===== src/rtl/led_scan_ctrl.sv =====
// HUB75 panel scan sequencer: per row, shifts each BCM plane from the framebuffer, then latches and lights it for BASE_TIME<<plane cycles.
// Optional build macro LED_SCAN_BRIGHTNESS_EN adds a brightness input that shortens the lit part of every DISPLAY period.
module led_scan_ctrl #(
  parameter int COL_BITS  = 5,
  parameter int ROW_BITS  = 4,
  parameter int PLANES    = 4,
  parameter int BASE_TIME = 8
) (
  input  logic                         clk,
  input  logic                         rst,
  input  logic                         enable,
`ifdef LED_SCAN_BRIGHTNESS_EN
  input  logic [7:0]                   brightness,
`endif
  output logic [ROW_BITS+COL_BITS-1:0] rd_addr,
  input  logic [3*PLANES-1:0]          rd_data,
  output logic                         r,
  output logic                         g,
  output logic                         b,
  output logic                         sclk,
  output logic                         lat,
  output logic                         oe_n,
  output logic [ROW_BITS-1:0]          row_addr,
  output logic                         frame_start,
  output logic                         busy
);

  localparam int PW = (PLANES > 1) ? $clog2(PLANES) : 1;
  localparam int DW = $clog2((BASE_TIME << (PLANES - 1)) + 1);
  localparam int AW = ROW_BITS + COL_BITS;
  localparam logic [COL_BITS-1:0] COL_LAST   = '1;
  localparam logic [ROW_BITS-1:0] ROW_LAST   = '1;
  localparam logic [PW-1:0]       PLANE_LAST = PW'(PLANES - 1);

  typedef enum logic [2:0] {
    S_IDLE, S_PREFETCH, S_SHIFT_LO, S_SHIFT_HI, S_BLANK, S_LATCH, S_DISPLAY
  } state_t;

  state_t                r_state, w_state_nxt;
  logic [COL_BITS-1:0]   r_col, w_col_nxt;
  logic [ROW_BITS-1:0]   r_row, w_row_nxt;
  logic [PW-1:0]         r_plane, w_plane_nxt;
  logic [DW-1:0]         r_dcnt, w_dcnt_nxt;
  logic [AW-1:0]         r_rd_addr, w_rd_addr_nxt;
  logic                  r_r, r_g, r_b, w_r_nxt, w_g_nxt, w_b_nxt;
  logic                  r_sclk, r_lat, r_oe_n, r_frame_start, r_busy;
  logic                  w_sclk_nxt, w_lat_nxt, w_oe_n_nxt, w_frame_start_nxt, w_busy_nxt;
  logic [ROW_BITS-1:0]   r_row_addr, w_row_addr_nxt;

  logic [DW-1:0]         w_dur;
  logic                  w_disp_done;
  logic [PLANES-1:0]     w_r_bits, w_g_bits, w_b_bits;
  logic                  w_oe_entry, w_oe_disp;

  assign w_dur       = DW'(BASE_TIME) << r_plane;
  assign w_disp_done = (r_dcnt == w_dur - DW'(1));
  assign {w_r_bits, w_g_bits, w_b_bits} = rd_data;

`ifdef LED_SCAN_BRIGHTNESS_EN
  // Lit length is fixed for the whole DISPLAY period from the brightness seen on entry.
  logic [DW-1:0] r_lit, w_lit;

  assign w_lit      = DW'(((DW+8)'(w_dur) * ((DW+8)'(brightness) + (DW+8)'(1))) >> 8);
  assign w_oe_entry = (w_lit == '0);
  assign w_oe_disp  = ((r_dcnt + DW'(1)) >= r_lit);

  always_ff @(posedge clk) begin
    if (rst)                    r_lit <= '0;
    else if (r_state == S_LATCH) r_lit <= w_lit;
  end
`else
  assign w_oe_entry = 1'b0;
  assign w_oe_disp  = 1'b0;
`endif

  // NOTE: non-blocking assignments so every register updates from pre-edge values.
  always_ff @(posedge clk) begin
    if (rst) r_state <= S_IDLE;
    else     r_state <= w_state_nxt;
  end

  // NOTE: every signal gets a default first so no latch can be inferred.
  always_comb begin
    w_state_nxt = r_state;
    case (r_state)
      S_IDLE:     if (enable) w_state_nxt = S_PREFETCH;
      S_PREFETCH: w_state_nxt = S_SHIFT_LO;
      S_SHIFT_LO: w_state_nxt = S_SHIFT_HI;
      S_SHIFT_HI: w_state_nxt = (r_col == COL_LAST) ? S_BLANK : S_SHIFT_LO;
      S_BLANK:    w_state_nxt = S_LATCH;
      S_LATCH:    w_state_nxt = S_DISPLAY;
      S_DISPLAY:  if (w_disp_done) w_state_nxt = enable ? S_PREFETCH : S_IDLE;
      default:    w_state_nxt = S_IDLE;
    endcase
  end

  always_comb begin
    w_col_nxt         = r_col;
    w_row_nxt         = r_row;
    w_plane_nxt       = r_plane;
    w_dcnt_nxt        = r_dcnt;
    w_rd_addr_nxt     = r_rd_addr;
    w_r_nxt           = r_r;
    w_g_nxt           = r_g;
    w_b_nxt           = r_b;
    w_row_addr_nxt    = r_row_addr;
    w_sclk_nxt        = 1'b0;
    w_lat_nxt         = 1'b0;
    w_oe_n_nxt        = 1'b1;
    w_frame_start_nxt = 1'b0;
    w_busy_nxt        = (w_state_nxt != S_IDLE);
    case (r_state)
      S_IDLE: if (enable) begin
        w_row_nxt         = '0;
        w_plane_nxt       = '0;
        w_col_nxt         = '0;
        w_rd_addr_nxt     = '0;
        w_frame_start_nxt = 1'b1;
      end
      S_PREFETCH: w_col_nxt = '0;
      S_SHIFT_LO: w_sclk_nxt = 1'b1;
      S_SHIFT_HI: if (r_col != COL_LAST) w_col_nxt = r_col + 1'b1;
      S_BLANK: begin
        w_lat_nxt      = 1'b1;
        w_row_addr_nxt = r_row;
      end
      S_LATCH: begin
        w_dcnt_nxt = '0;
        w_oe_n_nxt = w_oe_entry;
      end
      S_DISPLAY: begin
        if (!w_disp_done) begin
          w_dcnt_nxt = r_dcnt + 1'b1;
          w_oe_n_nxt = w_oe_disp;
        end else if (!enable) begin
          w_row_nxt   = '0;
          w_plane_nxt = '0;
        end else begin
          w_col_nxt = '0;
          if (r_plane != PLANE_LAST) begin
            w_plane_nxt = r_plane + 1'b1;
          end else begin
            w_plane_nxt       = '0;
            w_row_nxt         = r_row + 1'b1;
            w_frame_start_nxt = (r_row == ROW_LAST);
          end
          w_rd_addr_nxt = {w_row_nxt, {COL_BITS{1'b0}}};
        end
      end
      default: ;
    endcase
    // Data changes only as sclk falls; the read address runs one column ahead and saturates.
    if (w_state_nxt == S_SHIFT_LO) begin
      w_r_nxt       = w_r_bits[r_plane];
      w_g_nxt       = w_g_bits[r_plane];
      w_b_nxt       = w_b_bits[r_plane];
      w_rd_addr_nxt = {r_row, (w_col_nxt == COL_LAST) ? COL_LAST : w_col_nxt + 1'b1};
    end
  end

  always_ff @(posedge clk) begin
    if (rst) begin
      r_col         <= '0;
      r_row         <= '0;
      r_plane       <= '0;
      r_dcnt        <= '0;
      r_rd_addr     <= '0;
      r_r           <= 1'b0;
      r_g           <= 1'b0;
      r_b           <= 1'b0;
      r_row_addr    <= '0;
      r_sclk        <= 1'b0;
      r_lat         <= 1'b0;
      r_oe_n        <= 1'b1;
      r_frame_start <= 1'b0;
      r_busy        <= 1'b0;
    end else begin
      r_col         <= w_col_nxt;
      r_row         <= w_row_nxt;
      r_plane       <= w_plane_nxt;
      r_dcnt        <= w_dcnt_nxt;
      r_rd_addr     <= w_rd_addr_nxt;
      r_r           <= w_r_nxt;
      r_g           <= w_g_nxt;
      r_b           <= w_b_nxt;
      r_row_addr    <= w_row_addr_nxt;
      r_sclk        <= w_sclk_nxt;
      r_lat         <= w_lat_nxt;
      r_oe_n        <= w_oe_n_nxt;
      r_frame_start <= w_frame_start_nxt;
      r_busy        <= w_busy_nxt;
    end
  end

  assign rd_addr     = r_rd_addr;
  assign r           = r_r;
  assign g           = r_g;
  assign b           = r_b;
  assign sclk        = r_sclk;
  assign lat         = r_lat;
  assign oe_n        = r_oe_n;
  assign row_addr    = r_row_addr;
  assign frame_start = r_frame_start;
  assign busy        = r_busy;

endmodule


===== config.mk =====
export PLATFORM = sky130hd
export DESIGN_NAME = led_scan_ctrl
export DESIGN_NICKNAME = d
export VERILOG_FILES = /design/src/rtl/led_scan_ctrl.sv
export SDC_FILE = /design/constraint.sdc
export NUM_CORES = 1
export LEC_CHECK = 0
export CAP_MARGIN = 20
export CORE_ASPECT_RATIO = 1.1
export CORE_MARGIN = 1.5
export CORE_UTILIZATION = 25
export DETAILED_ROUTE_END_ITERATION = 12
export GPL_ROUTABILITY_DRIVEN = 0
export PLACE_DENSITY = 0.51
export SKIP_LAST_GASP = 1
export SLEW_MARGIN = 15
export SYNTH_ARGS = -nofsm -noshare
export SYNTH_HDL_FRONTEND = slang
export SYNTH_SLANG_ARGS = --single-unit
export TNS_END_PERCENT = 30

===== constraint.sdc =====
create_clock -name clk -period 2.47 [get_ports clk]
set_input_delay 0.741 -clock clk [delete_from_list [all_inputs] [get_ports clk]]
set_output_delay 0.741 -clock clk [all_outputs]
set_load 0.01 [all_outputs]

==> metrics.md <==
| Metric | Value |
|---|---|
| Result of the run | complete, no violations |
| Final critical path time including I/O delays and setup | 2.40 ns |
| Startpoint type of the worst setup path | flip-flop |
| Setup repair after global routing missed its margin | yes |
| Post-synthesis instance total | 260 |
| Worst hold margin | 0.459 ns |
| Clock-pin slew on the worst setup and hold paths | 0.09 ns |
| Number of violations reported at the end of detailed-routing iteration 0 | between 60 and 70 |
| Reported leakage power | 0.00115 uW |
| Layout net count | 340 |
| Overflow left after global routing | 0 |
| Data required time of the critical path | ~2.7 ns |
| Routed length per placed instance | 13.0 um |
| Share of synthesized registers carrying an async set or reset | 0% |
| Number of antenna-violating nets in the routed design | 0 |
| Overall via count from detail_route | roughly 2100 |
| Area growth from synthesis to layout | 33.9% |
| Area fraction of the dominant cell type after synthesis | 36.7% |
| Number of standard-cell rows in the floorplan | 36 |
| Post-route non-filler standard cell count | about 430 |
| Number of synthesized register bits | 42 |
| P per Cell Area | between 400 and 500 nW/um^2 |
| Peak supply drop | 0.223 mV |
| Number of H-tree levels | 2 |
| Number of synthesized flops with an enable pin | 0 |
| CP max FO | 6 |
| Top Ports | 36 |
| Hpwl dp | 4.33 mm |
| Crit path kind | flip-flop to flip-flop |
| Mapped Nets | ~280 |
| Detailed-routing iteration count for the pre-antenna-repair pass | 4 |
| Number of cells after detailed placement | approximately 420 |
| Post-synth top flop | dfxtp_1 |
| Largest net degree at the start of global routing | 27 |
| GRT Overall Usage | 12.5% |
| Final design area excluding fillers | 3070 sq um |
| Worst-case headroom to the max-slew limit | 66.4% |
| Num CTS Buffers | 5 |
| Via-per-instance ratio | 4.81 |
| Post-Syn Area | 2290 sq um |
| Floorplan die height | roughly 100 um |
| Drt drc | 0 |
| Final antenna diode count | 0 |
| Core outline area | 8870 sq um |
| Clock latency on the worst-skew pair | 0.30 ns |
| Max Clk Rate | 0.417 GHz |
| Most instantiated library cell after synthesis | dfxtp_1 |
| Clock Tree Root | clkbuf_8 |
| First-pass GRT wire length | approximately 9.5 mm |
| Average cell area after synthesis | 8.81 sq um |
| Most instantiated cells after synthesis | 42 x dfxtp_1, 28 x nor2_1, 22 x a21oi_1 |
| Sequential-to-total area share from yosys stat | 36.7% |
| Number of distinct library cells after synthesis | between 50 and 60 |
| Arrival time of the worst setup path | around 2.6 ns |
| Setup TNS | 0 ns |
| Post-place instance area | slightly below 3000 sq um |
| Worst-margin pin slew | 0.502 ns |
| Die area | around 9700 sq um |
| Number of failing setup endpoints in the final timing report | 0 |
| Worst min-delay path category | flip-flop to flip-flop |
| Final wirelength | 5.63 mm |
| Port Buffers | 35 |
| Clock tree from TritonCTS | yes |
| Final hold violations | 0 |
| Cell type contributing the most total cell area after synthesis | dfxtp_1 |
| Die width | 94.2 um |
| Clock Sinks | 42 |
| Deepest clock path buffer count | 2 |
| Total of max-cap violations | 0 |
| Effective utilization at floorplan | 25.8% |
| # hold bufs at CTS | 0 |
| Max-slew violations | 0 |
| Largest cells by area after synthesis | dfxtp_1 37%, a21oi_1 4.8%, nor2_1 4.6% |
| Initial antenna violation count | 0 |
| Worst Setup End Kind | flip-flop |
| Vias in the first global route | 2107 |
| Fraction of final layout cells with drive strength greater than 1 | 19.5% |
| Yosys synthesis warning count | 0 |
| Worst Clk Skew | about 0.013 ns |
| Final period util | 97.0% |
-- report_power, final --
group | switching [uW] | internal, uW
Clock | 247 | 200
Sequential | 19.6 | 699
Combinational | 109 | 121
-- state kept, by name (all words and copies together) (netlist names) --
signal	count
row_addr	4
lat	1
r_state	3
rd_addr	9
oe_n	1
r_col	5
r	1
busy	1
frame_start	1
g	1
b	1
r_row	4
r_dcnt	7
r_plane	2
sclk	1
-- layout make-up --
class	instances	area [sq um]
Inverter	8	30.0
Fill cell	934	5810
Clock buffer	6	72.6
Sequential cell	42	842
Clock inverter	2	13.8
Timing Repair Buffer	67	602
Multi-Input combinational cell	193	1360
Tap cell	114	143
-- worst max-delay path, cell delays in order, from the launching register on --
cell and delay (ns):
dfxtp_1 0.36, ha_1 0.22, and4_2 0.29, a221o_1 0.40, a32oi_2 0.22, nor2_1 0.07
ha_1 0.23, nor3b_2 0.17, nor4_1 0.21, a211oi_1 0.11
-- cell usage in the layout, fill, tap and decap left out, types with 5 or more instances in the layout --
cell type        count
dfxtp_1             41
clkdlybuf4s50_1     34
buf_4               31
nor2_1              28
a21oi_1             22
nand2_1             19
nor3_1              13
o21ai_0              9
inv_1                8
ha_1                 8
mux2i_1              6
xor2_1               5
clkbuf_8             5
-- per-stage QoR --
stage                     utilization (%)  power [uW]  setup slack, ns
after floorplan                         -         847          0.00900
after global placement               33.2         965           -0.351
after detailed placement             33.2         965           -0.433
after CTS                            34.2        1410           0.0388
after global routing                 34.6        1460          -0.0657
final                                34.6        1400           0.0732
-- repair_timing --
action | in CTS | in global routing
setup endpoints to repair | 2 | 9
setup buffers | 0 | 0
pin swaps | 2 | 1
gates resized for setup | 2 | 7
endpoints found under the hold margin | 0 | 0
-- per-layer routing --
metal	track usage, %	vias up	wire, um	share of wire, %
met5	0	-	0	0
met4	3.67	0	56	1.0
met3	2.63	6	151	2.7
met2	22.5	31	2860	51
met1	15.0	987	2560	45
li1	-	1053	-	-
-- path summary, 6_finish.rpt --
kind	start	cells past startpoint	slack [ns]	endpoint
worst max-delay path	r_col[0]$_SDFF_PP0_	9	0.07	rd_addr[3]$_SDFFE_PP0P_
worst min-delay path	g$_SDFFE_PP0P_	2	0.46	g$_SDFFE_PP0P_
worst max register to register	r_col[0]$_SDFF_PP0_	9	0.07	rd_addr[3]$_SDFFE_PP0P_
worst min register to register	g$_SDFFE_PP0P_	2	0.46	g$_SDFFE_PP0P_
-- cells by family (layout without fill, tap and decap cells) --
| group | count (synthesis) | in the layout | synth area share (%) |
|---|---|---|---|
| buffers and inverters | 25 | 83 | 5.46 |
| adders and majority gates | 8 | 8 | 4.37 |
| muxes | 10 | 10 | 6.07 |
| DFF | 42 | 42 | 36.7 |
| AOI/OAI and AO/OA | 66 | 66 | 19.8 |
| xor gates and xnor gates | 10 | 10 | 5.57 |
| and+or+nand+nor | 99 | 99 | 22.0 |
Power figures use the tool's default switching activity.
